==> src/rtl/key_event_queue.sv <==
// key_event_queue: decodes PS/2 scan bytes into {ext, brk, code} events,
// optionally filters typematic repeats, and buffers them in a fall-through FIFO.
module key_event_queue #(
    parameter int DEPTH = 8,
    parameter int FILTER_REPEAT = 1
) (
    input  logic                       clk,
    input  logic                       rst_n,
    input  logic [7:0]                 keycode,
    input  logic                       keypress,
    input  logic                       rd_en,
    input  logic                       clr_ovf,
    output logic [9:0]                 ev_data,
    output logic                       ev_valid,
    output logic [$clog2(DEPTH):0]     count,
    output logic                       overflow
);
    localparam int AW = $clog2(DEPTH);
    localparam logic [AW:0] FULL = (AW + 1)'(DEPTH);

    typedef enum logic [1:0] {IDLE, EXT, BRK, EXT_BRK} state_t;

    state_t          state, state_nxt;
    logic            is_e0, is_f0, brk_st, ev_done, ev_ext, match, push, pop, full, wr;
    logic [AW-1:0]   wr_ptr, rd_ptr;
    logic [8:0]      lm_key;
    logic            lm_valid;
    logic [9:0]      mem [DEPTH];

    always_comb begin
        is_e0     = keycode == 8'hE0;
        is_f0     = keycode == 8'hF0;
        brk_st    = state == BRK || state == EXT_BRK;
        ev_ext    = state == EXT || state == EXT_BRK;
        state_nxt = state;
        ev_done   = 1'b0;
        if (keypress) begin
            if (brk_st && (is_e0 || is_f0)) state_nxt = IDLE;
            else if (state == IDLE && is_e0) state_nxt = EXT;
            else if (state == IDLE && is_f0) state_nxt = BRK;
            else if (state == EXT && is_f0) state_nxt = EXT_BRK;
            else begin
                state_nxt = IDLE;
                ev_done   = 1'b1;
            end
        end
    end

    // A repeated make of the last held key is a typematic repeat and is dropped
    assign match = lm_valid && lm_key == {ev_ext, keycode};
    assign push  = ev_done && !(FILTER_REPEAT != 0 && !brk_st && match);
    assign full  = count == FULL;
    assign pop   = rd_en && ev_valid;
    assign wr    = push && (!full || pop);

    assign ev_valid = count != '0;
    assign ev_data  = ev_valid ? mem[rd_ptr] : '0;

    always_ff @(posedge clk or negedge rst_n) begin
        if (!rst_n) begin
            state    <= IDLE;
            wr_ptr   <= '0;
            rd_ptr   <= '0;
            count    <= '0;
            overflow <= 1'b0;
            lm_key   <= '0;
            lm_valid <= 1'b0;
        end else begin
            state <= state_nxt;
            if (wr) wr_ptr <= wr_ptr + 1'b1;
            if (pop) rd_ptr <= rd_ptr + 1'b1;
            count <= count + {{AW{1'b0}}, wr} - {{AW{1'b0}}, pop};
            if (push && full && !pop) overflow <= 1'b1;
            else if (clr_ovf) overflow <= 1'b0;
            if (FILTER_REPEAT != 0 && ev_done) begin
                if (brk_st) begin
                    if (match) lm_valid <= 1'b0;
                end else if (!match) begin
                    lm_key   <= {ev_ext, keycode};
                    lm_valid <= 1'b1;
                end
            end
        end
    end

    always_ff @(posedge clk) begin
        if (wr) mem[wr_ptr] <= {ev_ext, brk_st, keycode};
    end
endmodule

==> config.mk <==
export PLATFORM = sky130hd
export DESIGN_NAME = key_event_queue
export DESIGN_NICKNAME = d
export VERILOG_FILES = /design/src/rtl/key_event_queue.sv
export SDC_FILE = /design/constraint.sdc
export NUM_CORES = 1
export LEC_CHECK = 0
export BUFFER_PORTS_ARGS = -buffer_cell sky130_fd_sc_hd__buf_2
export CORE_ASPECT_RATIO = 0.8
export CORE_MARGIN = 1.5
export CORE_UTILIZATION = 64
export DETAILED_ROUTE_END_ITERATION = 12
export PLACE_DENSITY = 0.87
export SLEW_MARGIN = 20
export SYNTH_ARGS = -nofsm -noshare
export SYNTH_HDL_FRONTEND = slang
export SYNTH_SLANG_ARGS = --single-unit
==> constraint.sdc <==
create_clock -name clk -period 6.55 [get_ports clk]
set_clock_uncertainty 0.15 [all_clocks]
set_input_delay 0.655 -clock clk [delete_from_list [all_inputs] [get_ports clk]]
set_output_delay 0.655 -clock clk [all_outputs]
set_load 0.01 [all_outputs]
==> results of run 1 <==
per-stage QoR:
step           util, %  power, uW  hold WS (ns)  std cells  worst slack [ns]
6_report          74.9       2020         0.103        366              3.23
5_1_grt           74.9       2130         0.117        366              3.03
4_1_cts           74.9       2040         0.107        366              3.14
3_5_place_dp      71.0       1560         0.367        350              2.95
3_3_place_gp      70.9       1520         0.349        350              2.98
2_1_floorplan        -       1340         0.209        241              3.30
sequential cells by signal, summed over array words and instances, names as in the netlist:
name / flops
overflow: 1
mem: 80
count: 4
wr_ptr: 3
state: 2
lm_valid: 1
lm_key: 9
rd_ptr: 3
cell families after synthesis:
kind of cell,count (synthesis)
and+or+nand+nor,45
muxes,44
xor gates and xnor gates,15
buffers and inverters,17
AOI/OAI and AO/OA,7
adders and majority gates,10
DFF,103
cells in the final DEF (no fill, tap or decap), drive strengths merged:
cell / netlist / routed
a21o: 2 / 2
a21oi: 3 / 3
a311oi: 1 / 1
and3: 1 / 1
and4b: 1 / 1
buf: 4 / 34
bufinv: 0 / 3
clkbuf: 4 / 9
clkinvlp: 0 / 1
dfrtp: 23 / 23
edfxtp: 80 / 80
fa: 1 / 1
ha: 9 / 9
inv: 8 / 11
mux2: 13 / 13
mux2i: 11 / 11
mux4: 20 / 20
nand2: 5 / 5
nand2b: 3 / 3
nand3: 5 / 5
nand3b: 2 / 2
nand4: 2 / 2
nor2: 14 / 14
nor2b: 1 / 1
nor3: 5 / 5
nor3b: 1 / 1
nor4: 3 / 3
o22ai: 1 / 1
or3: 1 / 1
or3b: 1 / 1
xnor2: 4 / 4
xor2: 11 / 11
power by group through the flow:
stage               registers [uW]  clock network (uW)  logic, uW
finish                         926                 478        619
global route                   936                 512        682
CTS                            927                 485        629
detailed placement             940                   0        617
global placement               930                   0        593
floorplan                      885                   0        455
cell type report:
class,count,area share (%)
Inverter,8,0.620
Multi-Input combinational cell,121,26.8
Timing Repair Buffer,34,3.82
Tap cell,84,2.17
Sequential cell,103,61.4
Clock inverter,7,2.61
Clock buffer,9,2.56
per-layer routing:
metal | wire length [um] | GRT usage, % | vias up | part of all wire (%)
li1 | - | - | 1002 | -
met1 | 3400 | 34.3 | 1124 | 43
met2 | 3950 | 37.1 | 81 | 50
met3 | 434 | 7.39 | 10 | 5.5
met4 | 97 | 5.97 | 0 | 1.2
met5 | 0 | 0 | - | 0
worst paths after layout:
path / start / endpoint / cells after the start
min in group clk: clr_ovf / overflow / 2
worst max-delay path: state[0] / mem[2][8] / 9
worst min-delay path: rst_n / rd_ptr[0] / 1
worst max register to register: state[0] / mem[2][8] / 9
worst min register to register: lm_key[4] / lm_key[4] / 1
max in group asynchronous: rst_n / rd_ptr[1] / 1
critical path: cells and delay by family (launching register included):
family                     cells  cell delay (ns)
and+or+nand+nor                4             1.12
DFF                            1             0.61
AOI/OAI and AO/OA              1             0.38
buffers and inverters          2             0.36
adders and majority gates      1             0.21
xor gates and xnor gates       1             0.20
==> results.ini, run 1 <==
[grt]
grt_pass1_wl_um=12400
grt_pass1_vias=2254
track_usage_pct=24.2
grt_max_degree=24
antenna_found_initial=0
grt_overflow=0

[power_and_ir_drop]
switching_share_pct=31.3
p_seq_share_pct=45.8
p_switching_uw=633
ir_worst_vdd_v=0.000254
p_per_area_nw_per_um2=417
power_leakage_uw=0.00180
combPwrFrac_pct=30.6
power_report.internal_total_uw=1390
p_clk_share_pct=23.6

[clocking]
root_buffer=clkbuf_8
post_cts_buffers=0
ctsHtreeMaxLevel=3
holdBufCountCts=0
numCtsBuffers=9
clk_pin_slew_worst_paths_ns=0.10
post_cts_resized=0
cts_tree=done
cts_sinks=103
cts_max_path_buffers=2
clk_latency_ns=0.36

[placed_design]
placed_area_um2=4600
place_hpwl_um=5140
gp_congestion=0.766
portBuffers=28

[yosys]
synth_common_cells=edfxtp_1 (80), dfrtp_1 (23), mux4_2 (20)
synth_adder_area_share_pct=3.06
ys_types=36
synth_xor_area_share_pct=3.03
synth_largest_area_cell=edfxtp_1
ys_ff_latch=103
syn-mean-instance-area_um2=18.0
synthCells=241
synth_nets=264
synth_flop_cell=edfxtp_1
netlist_area_um2=4330
synth_edf_count=80
seq_area_frac_synth_pct=68.7
muxShareOfSynthArea_pct=16.4
synth-compound-area-share_pct=1.47
yosysTopAreaCellShare_pct=55.4
ys_warn_count=0
synth-simple-area-share_pct=5.66
synth_top_family_by_area=multiplexers
yosys-top-cells-area=edfxtp_1 (55%), dfrtp_1 (13%), mux4_2 (10%)
ys_async_sr_fraction_pct=22.3
yosysMostFrequentCell=edfxtp_1

[critical_path]
setup.worst_path.class=reg2reg
crit_slowest_cell=nor3_1
arrival_ns=3.25
endpoint_kind=flip-flop
rrSetupSlack_ns=3.23
startpoint_type=flip-flop
critPathMaxFanout=14
slowest_delay_ns=0.79
path_cells=xor2_1 -> nor4_1 -> nand4_1 -> inv_1 -> ha_1 -> a311oi_4 -> nand2_4 -> nor3_1 -> buf_4
cp.required_ns=6.48

[sta]
rsz0062_at_grt=no
fin_tns_setup_ns=0
fmax_ghz=0.301
min_period_over_period_pct=50.7
hold_viol=0
period_needed_ns=3.32
slew_violations=0
slew_headroom_pct=27.8
setup_violations=0
tightest_slew_ns=1.08

[floorplan]
floorplan.die_area_um2=7280
fp.coreArea_um2=6470
die_width_um=95.0
start_util_pct=67.0
pin_count=29
placementRows=26
fp.dieH_um=76.6

[drt]
drt_first_pass_iters=5
num_vias=2217
route.detailed.drc=0
routedWlPerCell_um=21.5
wirelength_um=7880
drt_iter0_markers=222
ant_nets=0
viasPerCell=6.06

[run_status]
status=completed

[final_layout]
final_area_um2=4850
fin_nets=300
drive_gt1_share_pct=31.6
fill_cells=370
diodes=0
area_growth_pct=11.8
seq_area_um2=2980
multi_input_area_um2=1300

[hold_path]
holdCritPathClass=in2async

[run]
cap_violations=0

Note: power is estimated with default switching activity, not from simulation.
==> run 2: changes to the inputs <==
- ABC_AREA: default -> 1
- CORE_UTILIZATION: 64 -> 54
- PLACE_DENSITY: 0.87 -> 0.78
- clock period: 6.55 -> 2.77 ns (I/O delays scaled with it)
==> results.ini, run 2 <==
[yosys]
synthCells=404
yosysTopAreaCellShare_pct=52.5
ys_warn_count=0
yosysMostFrequentCell=edfxtp_1
netlist_area_um2=4580
synth_edf_count=80
synth_nets=427
synth_largest_area_cell=edfxtp_1
ys_types=31
seq_area_frac_synth_pct=65.0
yosys-top-cells-area=edfxtp_1 (52%), dfrtp_1 (13%), o21ai_0 (5.8%)
syn-mean-instance-area_um2=11.3
synth_common_cells=edfxtp_1 (80), nor2_1 (67), o21ai_0 (53)
synth_flop_cell=edfxtp_1
ys_async_sr_fraction_pct=22.3
ys_ff_latch=103

[sta]
tightest_slew_ns=0.760
fin_tns_setup_ns=0
period_needed_ns=2.57
min_period_over_period_pct=92.8
slew_violations=0
slew_headroom_pct=49.3
rsz0062_at_grt=no
fmax_ghz=0.389
hold_viol=0
setup_violations=0
whs_ns=0.0294

[power_and_ir_drop]
power_leakage_uw=0.00200
p_per_area_nw_per_um2=933
ir_worst_vdd_v=0.000408

[critical_path]
path_cells=buf_4 -> o21ai_0 -> o21ai_0 -> o21ai_1 -> nor2_1 -> buf_2
cp.depth=6
cp_top_family=flip-flops
arrival_ns=2.14
worst-path-buf-inv=2
reg2reg_depth=11
crit_slowest_cell=dfrtp_1
setup.worst_path.class=reg2out
cp-startpoint=rd_ptr[1]
critPathMaxFanout=21
cpMostUsedCell=o21ai_0
r2r_start=lm_key[5]
cp.required_ns=2.34
startpoint_type=flip-flop
slowest_delay_ns=0.84
endpoint_kind=output port
rrSetupSlack_ns=0.23
rr_endpoint=count[1]
cp-endpoint=ev_data[9]

[floorplan]
die_width_um=106
placementRows=29
floorplan.die_area_um2=9050
pin_count=29
fp.dieH_um=85.4
fp.coreArea_um2=8090
start_util_pct=56.6

[final_layout]
diodes=0
largest_reg_flops=80
fin_nets=467
layout_common_cells=edfxtp_1 (80), nor2_1 (67), o21ai_0 (53)
largest-register=mem
layout_commonest_cell=edfxtp_1
top_regs=mem: 80 flops, lm_key: 9 flops, count: 4 flops
final_core_util_pct=63.0
area_growth_pct=11.3
drive_gt1_share_pct=21.6

[grt]
grt_max_degree=32
grt_pass1_vias=2865
antenna_found_initial=0
grt_pass1_wl_um=14900
track_usage_pct=22.4
grt_overflow=0

[drt]
routedWlPerCell_um=16.5
num_vias=2976
viasPerCell=5.34
ant_nets=0
drt_first_pass_iters=4
route.detailed.drc=0
wirelength_um=9200
drt_iter0_markers=154

[clocking]
cts_sinks=103
root_buffer=clkbuf_8
cts_max_path_buffers=2
cts_tree=done
ctsHtreeMaxLevel=3
clk_latency_ns=0.37
numCtsBuffers=9
post_cts_resized=0
holdBufCountCts=1
post_cts_buffers=0
clk_pin_slew_worst_paths_ns=0.10

[hold_path]
min-delay-start=clr_ovf
holdCritPathClass=in2reg

[run_status]
status=completed

[placed_design]
gp_congestion=0.803
place_hpwl_um=6170
portBuffers=28

[run]
cap_violations=0

## run 2: cell count changes after synthesis, moves of 11 or more
| cell | delta |
|---|---|
| inv_1 | +11 |
| mux2_2 | -12 |
| mux4_2 | -20 |
| nand2_1 | +35 |
| nor2_1 | +53 |
| o21ai_0 | +53 |
## run 2: worst min-delay path by stage
stage | depth (start not counted) | slack (ns) | to
floorplan | 0 | -0.17 | count[0]
global placement | 1 | 0.14 | wr_ptr[0]
detailed placement | 1 | 0.15 | wr_ptr[1]
CTS | 4 | 0.02 | overflow
global route | 1 | 0.04 | mem[7][3]
finish | 4 | 0.03 | overflow
## run 2: tightest hold or removal path, cell delays in order
cell and delay (ns):
buf_2 0.07, inv_1 0.03, nand2_1 0.04, o21ai_0 0.08
## run 2: layout make-up
cell class	instances	area (um^2)
clock buffers	9	124
repair buffers	49	300
well taps	108	135
flip-flops and latches	103	2980
clock inverters	7	66.3
fillers	654	2990
multi-input cells	256	1400
inverters	25	93.8
## run 2: metrics by stage
step	cells	cell area, um^2	total power, uW	setup slack [ns]
after floorplan	404	4580	3260	0.428
after global placement	540	4900	3820	0.185
after detailed placement	540	4900	3910	0.120
after CTS	557	5100	4780	0.206
after global routing	557	5100	5060	0.0131
final	557	5100	4750	0.199
## run 2: power breakdown
group          total, uW  internal (uW)  leakage [uW]  switching (uW)
combinational       1800            689      0.000894            1110
sequential          2070           1910       0.00101             164
clock                885            347     0.0000949             539
total               4750           2940       0.00200            1810
## run 2: cells by family after synthesis
group / synth area share, %
compound gates: 8.61
fa+ha+maj: 2.90
xor+xnor: 1.53
simple gates: 15.4
mux: 2.19
flops: 65.0
buf+inv: 4.40
## run 2: routing by layer
layer	global-route usage, %	part of all wire, %
met5	0	0
met3	5.68	5.8
met2	36.8	49
met1	29.7	44
met4	7.00	1.2
==> run 3: changes to the inputs <==
- ABC_CLOCK_PERIOD_IN_PS: default -> 2770
- CORE_MARGIN: 1.5 -> 8
- HOLD_SLACK_MARGIN: default -> 0.15
==> results.ini, run 3 (synthesized netlist as in run 2, its figures left out) <==
[critical_path]
arrival_ns=2.73
worst-path-buf-inv=5
cp.required_ns=2.88
cpMostUsedCell=nand2_1
critPathMaxFanout=6
endpoint_kind=flip-flop
cp_top_family=buffers and inverters
slowest_delay_ns=0.54
startpoint_type=input pin
crit_slowest_cell=dlygate4sd3_1
rrSetupSlack_ns=0.32
path_cells=dlygate4sd3_1 -> buf_2 -> inv_2 -> nand2_1 -> o21ai_0 -> inv_1 -> nand4_1 -> nor2_1 -> ha_1 -> inv_2 -> nand2_1 -> nand2_2 -> nand2_1 -> ha_1 -> fa_1 -> xor2_1
setup.worst_path.class=in2reg

[drt]
ant_nets=0
drt_first_pass_iters=5
drt_iter0_markers=328
num_vias=3055
viasPerCell=5.36
routedWlPerCell_um=16.2
route.detailed.drc=0
wirelength_um=9240

[sta]
setup_violations=0
tightest_slew_ns=0.548
slew_headroom_pct=63.5
rsz0062_at_grt=no
min_period_over_period_pct=94.6
fmax_ghz=0.382
whs_ns=0.192
fin_tns_setup_ns=0
period_needed_ns=2.62
slew_violations=0
hold_viol=0

[final_layout]
drive_gt1_share_pct=21.0
area_growth_pct=13.6
layout_commonest_cell=edfxtp_1
layout_common_cells=edfxtp_1 (80), nor2_1 (67), o21ai_0 (52)
fin_cells=570
fin_nets=476
largest_reg_flops=80
largest-register=mem
top_regs=mem: 80 flops, lm_key: 9 flops, count: 4 flops
fill_cells=653
final_core_util_pct=62.2
diodes=0

[clocking]
cts_tree=done
cts_max_path_buffers=2
post_cts_buffers=0
clk_latency_ns=0.37
root_buffer=clkbuf_8
cts_sinks=103
ctsHtreeMaxLevel=3
numCtsBuffers=9
clk_pin_slew_worst_paths_ns=0.10

[power_and_ir_drop]
ir_worst_vdd_v=0.000438
power_leakage_uw=0.00203
p_per_area_nw_per_um2=901

[placed_design]
placedCellCount=540
portBuffers=28
gp_congestion=0.836
place_hpwl_um=5900

[grt]
grt_max_degree=43
track_usage_pct=16.5
grt_overflow=0
grt_pass1_vias=2922
antenna_found_initial=0
grt_pass1_wl_um=15000

[floorplan]
placementRows=30
start_util_pct=54.7
pin_count=29
fp.dieH_um=98.4
die_width_um=119
fp.coreArea_um2=8370
floorplan.die_area_um2=11700

[run_status]
status=completed

[hold_path]
holdCritPathClass=in2reg

[run]
cap_violations=0

==> run 3: what timing repair did <==
| item | in CTS | in global routing |
|---|---|---|
| gates resized for setup | 0 | 5 |
| endpoints found under the setup margin | 0 | 2 |
| hold buffers | 14 | 0 |
| hold endpoints to repair | 84 | 0 |
==> run 3: report_power, final <==
group          leakage, uW  internal, uW  switching (uW)  total (uW)
Clock            0.0000916           347             541         887
Combinational     0.000928           653            1100        1750
Sequential         0.00101          1910             145        2050
==> run 3: worst register-to-register path, cell delays in order, from the launching register on <==
cell,delay (ns)
dfrtp_1,0.40
or2_2,0.27
a21oi_1,0.14
nand3_1,0.08
nor2_1,0.15
ha_1,0.18
inv_2,0.08
nand4_1,0.09
nand2_1,0.06
ha_1,0.21
fa_1,0.38
xor2_1,0.17
==> run 3: layer usage <==
layer,vias to the layer above,part of all wire [%],GRT usage [%]
li1,1490,-,-
met2,99,48,27.3
met1,1456,45,20.9
met3,10,6.7,4.79
met5,-,0,0
met4,0,1.0,3.88
==> run 3: final timing paths <==
| kind | startpoint | end | cells after the start |
|---|---|---|---|
| min in group asynchronous | rst_n | rd_ptr[2] | 2 |
| hold / removal | keycode[5] | mem[2][5] | 2 |
| hold reg to reg | lm_key[8] | lm_key[8] | 2 |
| setup reg to reg | lm_key[5] | count[2] | 11 |
| setup / recovery | keycode[1] | count[2] | 16 |
| max in group asynchronous | rst_n | state[0] | 2 |
==> run 3: layout make-up <==
| cell class | instances | area (um^2) | area share (%) |
|---|---|---|---|
| flip-flops and latches | 103 | 2980 | 57.2 |
| multi-input cells | 256 | 1400 | 27.0 |
| repair buffers | 58 | 403 | 7.74 |
| well taps | 112 | 140 | 2.69 |
| clock buffers | 9 | 124 | 2.38 |
| inverters | 25 | 93.8 | 1.80 |
| clock inverters | 7 | 62.6 | 1.20 |
==> run 3: metrics by stage <==
step                cell area [um^2]  setup slack, ns  power (uW)
global placement                4870            0.185        3770
global route                    5200          0.00568        5010
floorplan                       4580            0.428        3260
detailed placement              4870            0.104        3830
finish                          5200            0.150        4690
CTS                             5200           0.0127        4720
